[src/rtl/mem_stack_stage_pkg.sv]
// Shared definitions for the memory-access stage of the 8-bit core.
// Holds the memory operation codes, the SP reset default, and the
// decoder that turns the raw opcode and qualifiers into an effective op.
package mem_stage_pkg;

  typedef enum logic [2:0] {
    OP_NONE  = 3'd0,
    OP_LOAD  = 3'd1,
    OP_STORE = 3'd2,
    OP_PUSH  = 3'd3,
    OP_POP   = 3'd4
  } mem_op_e;

  localparam logic [7:0] SP_INIT_DEFAULT = 8'hFF;

  // An invalid or flushed slot, or an unused code (5..7), does nothing.
  function automatic mem_op_e decode_op(input logic valid,
                                        input logic flush,
                                        input logic [2:0] op);
    mem_op_e res;
    res = OP_NONE;
    if (valid && !flush) begin
      case (op)
        3'd1:    res = OP_LOAD;
        3'd2:    res = OP_STORE;
        3'd3:    res = OP_PUSH;
        3'd4:    res = OP_POP;
        default: res = OP_NONE;
      endcase
    end
    return res;
  endfunction

endpackage

[src/rtl/mem_stack_stage_if.sv]
// Bus between EX/MEM and the memory-access stage, plus the MEM/WB outputs.
// master: the upstream pipeline (drives op/operands/stall/flush, sees wb_*).
// slave : mem_stack_stage (consumes op/operands, drives wb_*, sp_out, stack_err).
interface mem_stack_stage_if #(
  parameter int AW = 8,
  parameter int DW = 8
);

  logic          valid;
  logic [2:0]    op;
  logic [AW-1:0] addr;
  logic [DW-1:0] data_in;
  logic [DW-1:0] alu_result;
  logic [1:0]    rd;
  logic          reg_we_in;
  logic          stall;
  logic          flush;

  logic          wb_valid;
  logic [DW-1:0] wb_data;
  logic [1:0]    wb_rd;
  logic          wb_reg_we;
  logic [AW-1:0] sp_out;
  logic          stack_err;

  modport master (
    output valid, op, addr, data_in, alu_result, rd, reg_we_in, stall, flush,
    input  wb_valid, wb_data, wb_rd, wb_reg_we, sp_out, stack_err
  );

  modport slave (
    input  valid, op, addr, data_in, alu_result, rd, reg_we_in, stall, flush,
    output wb_valid, wb_data, wb_rd, wb_reg_we, sp_out, stack_err
  );

endinterface

[src/rtl/mem_stack_stage_data_ram.sv]
// Data RAM for the memory-access stage: DEPTH x DW bytes,
// one asynchronous read port and one synchronous write port.
// Ports: clk, we/waddr/wdata (write at rising edge), raddr/rdata (comb read).
// Contents are never reset.
module data_ram #(
  parameter int DEPTH = 256,
  parameter int AW    = 8,
  parameter int DW    = 8
) (
  input  logic          clk,
  input  logic          we,
  input  logic [AW-1:0] waddr,
  input  logic [DW-1:0] wdata,
  input  logic [AW-1:0] raddr,
  output logic [DW-1:0] rdata
);

  logic [DW-1:0] mem [DEPTH];

  always_ff @(posedge clk) begin
    if (we) begin
      mem[waddr] <= wdata;
    end
  end

  assign rdata = mem[raddr];

endmodule

[src/rtl/mem_stack_stage.sv]
// Memory-access stage: data RAM, stack pointer and the MEM/WB register.
// Executes one LOAD/STORE/PUSH/POP per non-stalled cycle; results reach
// wb_* one cycle after the operands are presented.
// Ports: clk, rst (synchronous, active-low), bus (mem_stack_stage_if.slave:
// valid/op/addr/data_in/alu_result/rd/reg_we_in/stall/flush in;
// wb_valid/wb_data/wb_rd/wb_reg_we/sp_out/stack_err out).
// DEPTH must equal 2**AW so SP arithmetic wraps exactly at the RAM edge.
module mem_stack_stage
  import mem_stage_pkg::*;
#(
  parameter int            DEPTH   = 256,
  parameter int            AW      = 8,
  parameter int            DW      = 8,
  parameter logic [AW-1:0] SP_INIT = AW'(SP_INIT_DEFAULT)
) (
  input logic              clk,
  input logic              rst,
  mem_stack_stage_if.slave bus
);

  mem_op_e       eff_op_p0;
  logic [AW-1:0] sp_p1;
  logic [AW-1:0] sp_inc_p0;
  logic [AW-1:0] sp_dec_p0;
  logic [AW-1:0] sp_nxt_p0;
  logic [AW-1:0] raddr_p0;
  logic [AW-1:0] waddr_p0;
  logic [DW-1:0] rdata_p0;
  logic [DW-1:0] wb_data_nxt_p0;
  logic          we_p0;
  logic          vld_p0;
  logic          reg_we_nxt_p0;
  logic          stack_fault_p0;

  logic          vld_p1;
  logic [DW-1:0] wb_data_p1;
  logic [1:0]    wb_rd_p1;
  logic          wb_reg_we_p1;
  logic          stack_err_p1;

  // Stage p0: decode, address selection, SP arithmetic, RAM access
  always_comb begin
    eff_op_p0      = decode_op(bus.valid, bus.flush, bus.op);
    vld_p0         = bus.valid && !bus.flush;
    sp_inc_p0      = sp_p1 + AW'(1);
    sp_dec_p0      = sp_p1 - AW'(1);

    // POP reads the byte above SP; everything else reads the effective address.
    raddr_p0       = (eff_op_p0 == OP_POP) ? sp_inc_p0 : bus.addr;
    // PUSH writes at SP itself (post-decrement stack).
    waddr_p0       = (eff_op_p0 == OP_PUSH) ? sp_p1 : bus.addr;
    we_p0          = rst && !bus.stall &&
                     ((eff_op_p0 == OP_STORE) || (eff_op_p0 == OP_PUSH));

    sp_nxt_p0      = sp_p1;
    stack_fault_p0 = 1'b0;
    case (eff_op_p0)
      OP_PUSH: begin
        sp_nxt_p0      = sp_dec_p0;
        stack_fault_p0 = (sp_p1 == '0);
      end
      OP_POP: begin
        sp_nxt_p0      = sp_inc_p0;
        stack_fault_p0 = (sp_p1 == '1);
      end
      default: ;
    endcase

    wb_data_nxt_p0 = ((eff_op_p0 == OP_LOAD) || (eff_op_p0 == OP_POP)) ?
                     rdata_p0 : bus.alu_result;
    reg_we_nxt_p0  = bus.reg_we_in && vld_p0 &&
                     !((eff_op_p0 == OP_STORE) || (eff_op_p0 == OP_PUSH));
  end

  data_ram #(
    .DEPTH (DEPTH),
    .AW    (AW),
    .DW    (DW)
  ) u_ram (
    .clk   (clk),
    .we    (we_p0),
    .waddr (waddr_p0),
    .wdata (bus.data_in),
    .raddr (raddr_p0),
    .rdata (rdata_p0)
  );

  // Stage p1: SP register and MEM/WB register
  always_ff @(posedge clk) begin
    if (!rst) begin
      sp_p1        <= SP_INIT;
      vld_p1       <= 1'b0;
      wb_data_p1   <= '0;
      wb_rd_p1     <= '0;
      wb_reg_we_p1 <= 1'b0;
      stack_err_p1 <= 1'b0;
    end else if (!bus.stall) begin
      sp_p1        <= sp_nxt_p0;
      vld_p1       <= vld_p0;
      wb_data_p1   <= wb_data_nxt_p0;
      wb_rd_p1     <= bus.rd;
      wb_reg_we_p1 <= reg_we_nxt_p0;
      if (stack_fault_p0) begin
        stack_err_p1 <= 1'b1;
      end
    end
  end

  assign bus.wb_valid  = vld_p1;
  assign bus.wb_data   = wb_data_p1;
  assign bus.wb_rd     = wb_rd_p1;
  assign bus.wb_reg_we = wb_reg_we_p1;
  assign bus.sp_out    = sp_p1;
  assign bus.stack_err = stack_err_p1;

endmodule

[src/flat_wrapper.sv]
// flat-port wrapper written by rule: the top's interface ports become plain ports
module mem_stack_stage_flat import mem_stage_pkg::*;
#(
  parameter int            DEPTH   = 256,
  parameter int            AW      = 8,
  parameter int            DW      = 8,
  parameter logic [AW-1:0] SP_INIT = AW'(SP_INIT_DEFAULT)
)
  (clk, rst, bus_valid, bus_op, bus_addr, bus_data_in, bus_alu_result, bus_rd, bus_reg_we_in, bus_stall, bus_flush, bus_wb_valid, bus_wb_data, bus_wb_rd, bus_wb_reg_we, bus_sp_out, bus_stack_err);
  mem_stack_stage_if #(.AW(AW), .DW(DW)) bus_i ();
  input logic clk;
  input logic rst;
  input wire logic [$bits(bus_i.valid)-1:0] bus_valid;
  input wire logic [$bits(bus_i.op)-1:0] bus_op;
  input wire logic [$bits(bus_i.addr)-1:0] bus_addr;
  input wire logic [$bits(bus_i.data_in)-1:0] bus_data_in;
  input wire logic [$bits(bus_i.alu_result)-1:0] bus_alu_result;
  input wire logic [$bits(bus_i.rd)-1:0] bus_rd;
  input wire logic [$bits(bus_i.reg_we_in)-1:0] bus_reg_we_in;
  input wire logic [$bits(bus_i.stall)-1:0] bus_stall;
  input wire logic [$bits(bus_i.flush)-1:0] bus_flush;
  output wire logic [$bits(bus_i.wb_valid)-1:0] bus_wb_valid;
  output wire logic [$bits(bus_i.wb_data)-1:0] bus_wb_data;
  output wire logic [$bits(bus_i.wb_rd)-1:0] bus_wb_rd;
  output wire logic [$bits(bus_i.wb_reg_we)-1:0] bus_wb_reg_we;
  output wire logic [$bits(bus_i.sp_out)-1:0] bus_sp_out;
  output wire logic [$bits(bus_i.stack_err)-1:0] bus_stack_err;
  assign bus_i.valid = bus_valid;
  assign bus_i.op = bus_op;
  assign bus_i.addr = bus_addr;
  assign bus_i.data_in = bus_data_in;
  assign bus_i.alu_result = bus_alu_result;
  assign bus_i.rd = bus_rd;
  assign bus_i.reg_we_in = bus_reg_we_in;
  assign bus_i.stall = bus_stall;
  assign bus_i.flush = bus_flush;
  assign bus_wb_valid = bus_i.wb_valid;
  assign bus_wb_data = bus_i.wb_data;
  assign bus_wb_rd = bus_i.wb_rd;
  assign bus_wb_reg_we = bus_i.wb_reg_we;
  assign bus_sp_out = bus_i.sp_out;
  assign bus_stack_err = bus_i.stack_err;
  mem_stack_stage #(.DEPTH(DEPTH), .AW(AW), .DW(DW), .SP_INIT(SP_INIT)) u_core (.clk(clk), .rst(rst), .bus(bus_i));
endmodule
[config.mk]
export PLATFORM = sky130hd
export DESIGN_NAME = mem_stack_stage_flat
export DESIGN_NICKNAME = d
export VERILOG_FILES = /design/src/rtl/mem_stack_stage_pkg.sv /design/src/rtl/mem_stack_stage_if.sv /design/src/rtl/mem_stack_stage_data_ram.sv /design/src/rtl/mem_stack_stage.sv /design/src/flat_wrapper.sv
export SDC_FILE = /design/constraint.sdc
export NUM_CORES = 2
export LEC_CHECK = 0
export ABC_AREA = 0
export BUFFER_PORTS_ARGS = -buffer_cell sky130_fd_sc_hd__buf_2
export CAP_MARGIN = 30
export CORE_AREA = 4 4 473 475
export CTS_CLUSTER_SIZE = 20
export DETAILED_ROUTE_END_ITERATION = 6
export DIE_AREA = 0 0 477 479
export PLACE_DENSITY = 0.5
export SLEW_MARGIN = 10
export SYNTH_ARGS = -nofsm -noshare
export SYNTH_HDL_FRONTEND = slang
export SYNTH_SLANG_ARGS = --single-unit
[constraint.sdc]
create_clock -name clk -period 4.2 [get_ports clk]
set_clock_uncertainty 0.2 [all_clocks]
set_input_delay 0.42 -clock clk [delete_from_list [all_inputs] [get_ports clk]]
set_output_delay 0.42 -clock clk [all_outputs]
set_load 0.1 [all_outputs]
Word level (Yosys, flattened, before mapping):

Memory sizes are Yosys's and may differ from the RTL's.
Index checks and enable logic that the tools add are counted.

* bits in registers: 21
* bits in writable memories: 2048
* input bits: 35
* output and inout port bits: 21
* logic and storage cells: 42
* memories kept: 1

Memories
* u_core.u_ram.mem: words 256, bits a word 8, read ports 1, clocked after memory_dff 0, write ports 1, line mem_stack_stage_data_ram.sv:18 `logic [DW-1:0] mem [DEPTH];`

* add/subtract/negate cells: 2
* eq/ne operators: 9
* multiplexer cells: 9
* bitwise logic cells: 1
* reductions and logical operators: 14

Operator list (number)
* $mux W8: 3
* $pmux W8 S2: 1
* $eq A3 B2 Y1 const B: 4
* $pmux W3 S4: 1
* $add A8 B1 Y8 const B: 1
* $eq A8 B8 Y1 const B: 1
* $logic_not A8 Y1: 1
* $sub A8 B1 Y8 const B: 1
* $eq A3 B1 Y1 const B: 2
* $eq A3 B3 Y1 const B: 2
* $logic_and A1 B1 Y1: 5
* $reduce_and A2 Y1: 2
* $logic_not A1 Y1: 3
* $mux W3: 1
* $logic_or A1 B1 Y1: 2
* $mux W1: 2
* $pmux W1 S2: 1
* $reduce_bool A2 Y1: 1
* $not A1 Y1: 1

Logic depth before layout (Yosys ltp):

* depth in word-level cells: 8
* mapped depth: 18
* gate-level depth less buffers: 12

Modules after synthesis:

Synthesis repeated with hierarchy kept, for this count alone.

* cell total of the unflattened synthesis: 3903
* area total of the unflattened synthesis: 80818.8 sq um

By module, submodules not included
* data_ram: times used 1, cells each 3725, area each 79396.1 sq um, seq. area each 61499.0 sq um
* mem_stack_stage: times used 1, cells each 178, area each 1422.6 sq um, seq. area each 420.4 sq um

Least setup slack after synthesis:

No wires, ideal clock.

* path kind: reg2reg
* start point: reg u_core.sp_p1[0], in the netlist u_core.bus.sp_out[0]
* end point: reg u_core.wb_data_p1[4], in the netlist u_core.bus.wb_data[4]
* library setup time: 116 ps
* arrival: 4043 ps
* data required time: 3884 ps
* setup slack: -159 ps
* cell stages (with the launch flop): 15
* buffers on the path: 4
* clock period less this slack: 4359 ps
* path through: dfxtp_1 inv_1 ha_1 clkbuf_1 and3_1 nor2_1 buf_2 buf_1 clkbuf_1 nand3_1 a311oi_1 nor3_1 nor4_1 o211ai_1 o211a_1

* longest elaborated chain between the ends: 4

RTL lines
* start: declaration: line mem_stack_stage.sv:22 `logic [AW-1:0] sp_p1;`
* start signal: assignment: line mem_stack_stage.sv:98 `sp_p1 <= sp_nxt_p0;`
* $add A8 B1 Y8: line mem_stack_stage.sv:45 `sp_inc_p0 = sp_p1 + AW'(1);`
* $mux W8: line mem_stack_stage.sv:49 `raddr_p0 = (eff_op_p0 == OP_POP) ? sp_inc_p0 : bus.addr;`
* $mem_v2 Z256 W8
* $mux W8: line mem_stack_stage.sv:69 `wb_data_nxt_p0 = ((eff_op_p0 == OP_LOAD) || (eff_op_p0 == OP_POP)) ?`
* end signal: assignment: line mem_stack_stage.sv:100 `wb_data_p1 <= wb_data_nxt_p0;`
* end: declaration: line mem_stack_stage.sv:36 `logic [DW-1:0] wb_data_p1;`

No other way between the ends.
A chain may end at the register's enable or synchronous reset.

Worst setup path after layout:

* start point: reg u_core.sp_p1[0], in the netlist u_core.bus.sp_out[0]
* end point: reg u_core.wb_data_p1[2], in the netlist u_core.bus.wb_data[2]

Same word-level chain as after synthesis.

==> results by group <==
Run status
  • Outcome: finished with violations
  • Failing checks: design-rule violations, negative hold slack

Final layout
  • Layout cell share with drive strength beyond 1: 0.230
  • Final core utilization: 0.464
  • # fillers: 19100
  • Fin nets: 6530
  • Area Overhead vs Synth: 22.6%
  • Multi-input logic area: 19700 um2
  • Area occupied by registers: 61900 um2

Die
  • Die area: 228000 um2
  • Number of top-level pins: 56
  • Die W: 477 um
  • Die H: 479 um
  • # rows: 172
  • Initial Util: 0.378
  • Area of the core: 219000 um2

Power and ir drop
  • Static Leak: 35.0 nW
  • Peak VDD IR: 0.351 mV
  • Power per cell area: 441 nW/um2

Synthesis
  • Mapped cell area: 83000 um2
  • Share of flip-flops with an asynchronous set or reset: 0
  • Dominant cell type by area after synthesis: edfxtp_1
  • Most common cell in the synthesized netlist: edfxtp_1
  • Flops & latches, synth: 2069
  • Synth warn: 0
  • Sequential area share after synthesis: 0.746
  • Top cells by area, synth: edfxtp_1 74%, nand2_1 4.5%, mux2i_1 3.2%
  • Mapped Avg Cell Area: 14.9 um2
  • Number of synthesized flops with an enable pin: 2048
  • Synth top cells by count: 2048 x edfxtp_1, 999 x nand2_1, 295 x nor2_1, 264 x mux2i_1, 247 x nand3_1
  • Area share of the largest cell type after synthesis: 0.741
  • Ys flop type: edfxtp_1
  • Post-Synthesis Cells: 5589
  • Syn_nets: 5627
  • Unique masters post-synth: 83

Timing
  • Hold slack: -0.0152 ns
  • Setup WS post-layout: 0.0465 ns
  • Max Clk Rate: 241 MHz
  • Slew Limit Fails: 0
  • Least-Margin Pin Slew: 1.17 ns
  • Slew headroom: 0.218
  • Period Utilization, post-route: 0.989
  • Final Setup Violations: 0
  • Final hold vios: 5
  • Min cycle time layout: 4.15 ns

Detailed routing
  • Vias: 56100
  • Post-Route WL: 311000 um
  • Avg WL per Cell: 32.6 um
  • DR vias/cell: 5.87
  • Router iterations before antenna repair: 7
  • Initial drt markers: 7799
  • Residual DRC count: 1
  • Detail Route Antenna Nets: 0

Global routing
  • Initial antenna violation count: 18
  • GR Util All Layers: 0.265
  • Largest net degree at the start of global routing: 122
  • GR Overflow Total: 0
  • Vias in the first global route: 53700
  • First-pass GRT wire length: 429000 um

Worst setup path
  • Critical path type: reg2reg
  • Worst Path Arrival: 4.67 ns
  • Worst Setup SP: u_core.bus.sp_out[0]
  • CP required: 4.72 ns
  • Critical Path Fanout Max: 17
  • RR Startpoint: u_core.bus.sp_out[0]
  • Setup crit start kind: register
  • Setup crit end kind: register

CTS
  • Num CTS Buffers: 216
  • Worst skew pair latency: 0.86 ns
  • CTS tree: yes
  • H-tree levels: 4
  • Maximum clock path buffer count: 3
  • Clk slew on worst S/H paths: 0.06 ns
  • Clk sinks: 2069
  • Root Driver: clkbuf_16

Worst hold path
  • Hold crit path type: in2reg
  • HP Start: bus_data_in[0]

Place
  • Dpl ws: -1.01 ns
  • Buffers added on ports: 55
  • HPWL after detailed placement: 206000 um
  • Gpl congestion: 0.952

Job
  • Max-Cap Viols: 0
path summary, 6_finish.rpt:
path / end / slack [ns] / depth (start not counted)
worst max-delay path: u_core.bus.wb_data[2] / 0.05 / 14
worst min-delay path: u_core.u_ram.mem[147][0] / -0.02 / 1
worst max register to register: u_core.bus.wb_data[2] / 0.05 / 14
worst min register to register: u_core.bus.wb_data[0] / 0.29 / 2
metal layers:
| metal | vias up | share of wire | wire length (um) | track usage |
|---|---|---|---|---|
| met3 | 550 | 0.093 | 29000 | 0.0525 |
| li1 | 23600 | - | - | - |
| met2 | 2983 | 0.45 | 139000 | 0.403 |
| met4 | 0 | 0.043 | 13300 | 0.101 |
| met5 | - | 0 | 0 | 0 |
| met1 | 29000 | 0.42 | 130000 | 0.376 |
layout make-up:
class	instances	share of cell area
antenna	16	0.000393
clock buffer	258	0.0553
clock inverter	138	0.0117
inverter	6	0.000221
multi-input combinational	3119	0.193
sequential	2069	0.608
tap	2871	0.0353
timing repair buffer	1080	0.0954
worst max-delay path, cell delays in order (launching register included):
cell and delay (ns):
dfxtp_2 0.40, ha_1 0.19, buf_4 0.16, xor2_4 0.23
buf_4 0.15, nand2_1 0.09, mux2i_4 0.31, buf_4 0.44
buf_4 0.24, nand3_1 0.07, a31oi_1 0.39, nor3_1 0.16
a21oi_1 0.56, and4b_1 0.30, o21ai_0 0.08
flip-flops by register name, summed over array words and instances (netlist names):
name and cells:
u_core.bus.sp_out 8, u_core.bus.stack_err 1, u_core.bus.wb_data 8, u_core.bus.wb_rd 2, u_core.bus.wb_reg_we 1, u_core.bus.wb_valid 1, u_core.u_ram.mem 2048
logic make-up after synthesis:
family / count (synthesis) / synth area share
flops: 2069 / 0.746
fa+ha+maj: 3 / 0.000452
xor+xnor: 10 / 0.00106
mux: 365 / 0.0557
compound gates: 862 / 0.0756
simple gates: 1879 / 0.0993
buf+inv: 401 / 0.0218
stage by stage:
step	power (W)	hold WS, ns	area, um2	std cells	setup TNS, ns
global placement	0.0266	0.251	94400	9115	-3.54
floorplan	0.0245	0.319	83000	5589	0
finish	0.0449	-0.0152	102000	9557	0
detailed placement	0.0266	0.255	94400	9115	-3.49
global route	0.0462	0.000365	102000	9542	-0.00205
CTS	0.0451	0.0156	102000	9537	0
repair_timing:
item | CTS | global route
endpoints found under the setup margin | 6 | 7
pin swaps | 1 | 3
gates resized for setup | 11 | 23
setup buffers | 4 | 3
hold buffers | 22 | 0
gates cloned | 0 | 1
hold endpoints to repair | 24 | 0
report_power, final:
| group | total [W] | switching, W | internal [W] |
|---|---|---|---|
| combinational | 0.00355 | 0.00238 | 0.00118 |
| sequential | 0.0227 | 0.0000167 | 0.0227 |
| clock | 0.0187 | 0.00811 | 0.0106 |
| total | 0.0449 | 0.0105 | 0.0344 |
placed cells by master (no fill, tap or decap), drive strengths merged, types with 13 or more instances in the layout:
cell         Yosys  layout
buf            208    1049
nand3          247     247
clkbuf         187     267
nor3            36      36
a221oi          19      19
diode            0      16
dfxtp           21      21
clkinv           0     109
and3           157     157
mux2            25      25
o221ai          14      14
a32o            15      15
nand2b          14      14
inv              6      14
a211oi         135     135
edfxtp        2048    2048
mux4            75      75
a31oi           58      58
a311oi          89      89
nand4           52      52
bufinv           0      17
a21oi          143     143
mux2i          265     265
o21ai           88      88
a32oi          124     124
dlygate4sd3      0      22
nand2         1000    1000
a211o           13      13
nor4            26      26
a2111oi         19      19
o22ai           47      47
nor2           297     297
Note: power is estimated with default switching activity, not from simulation.
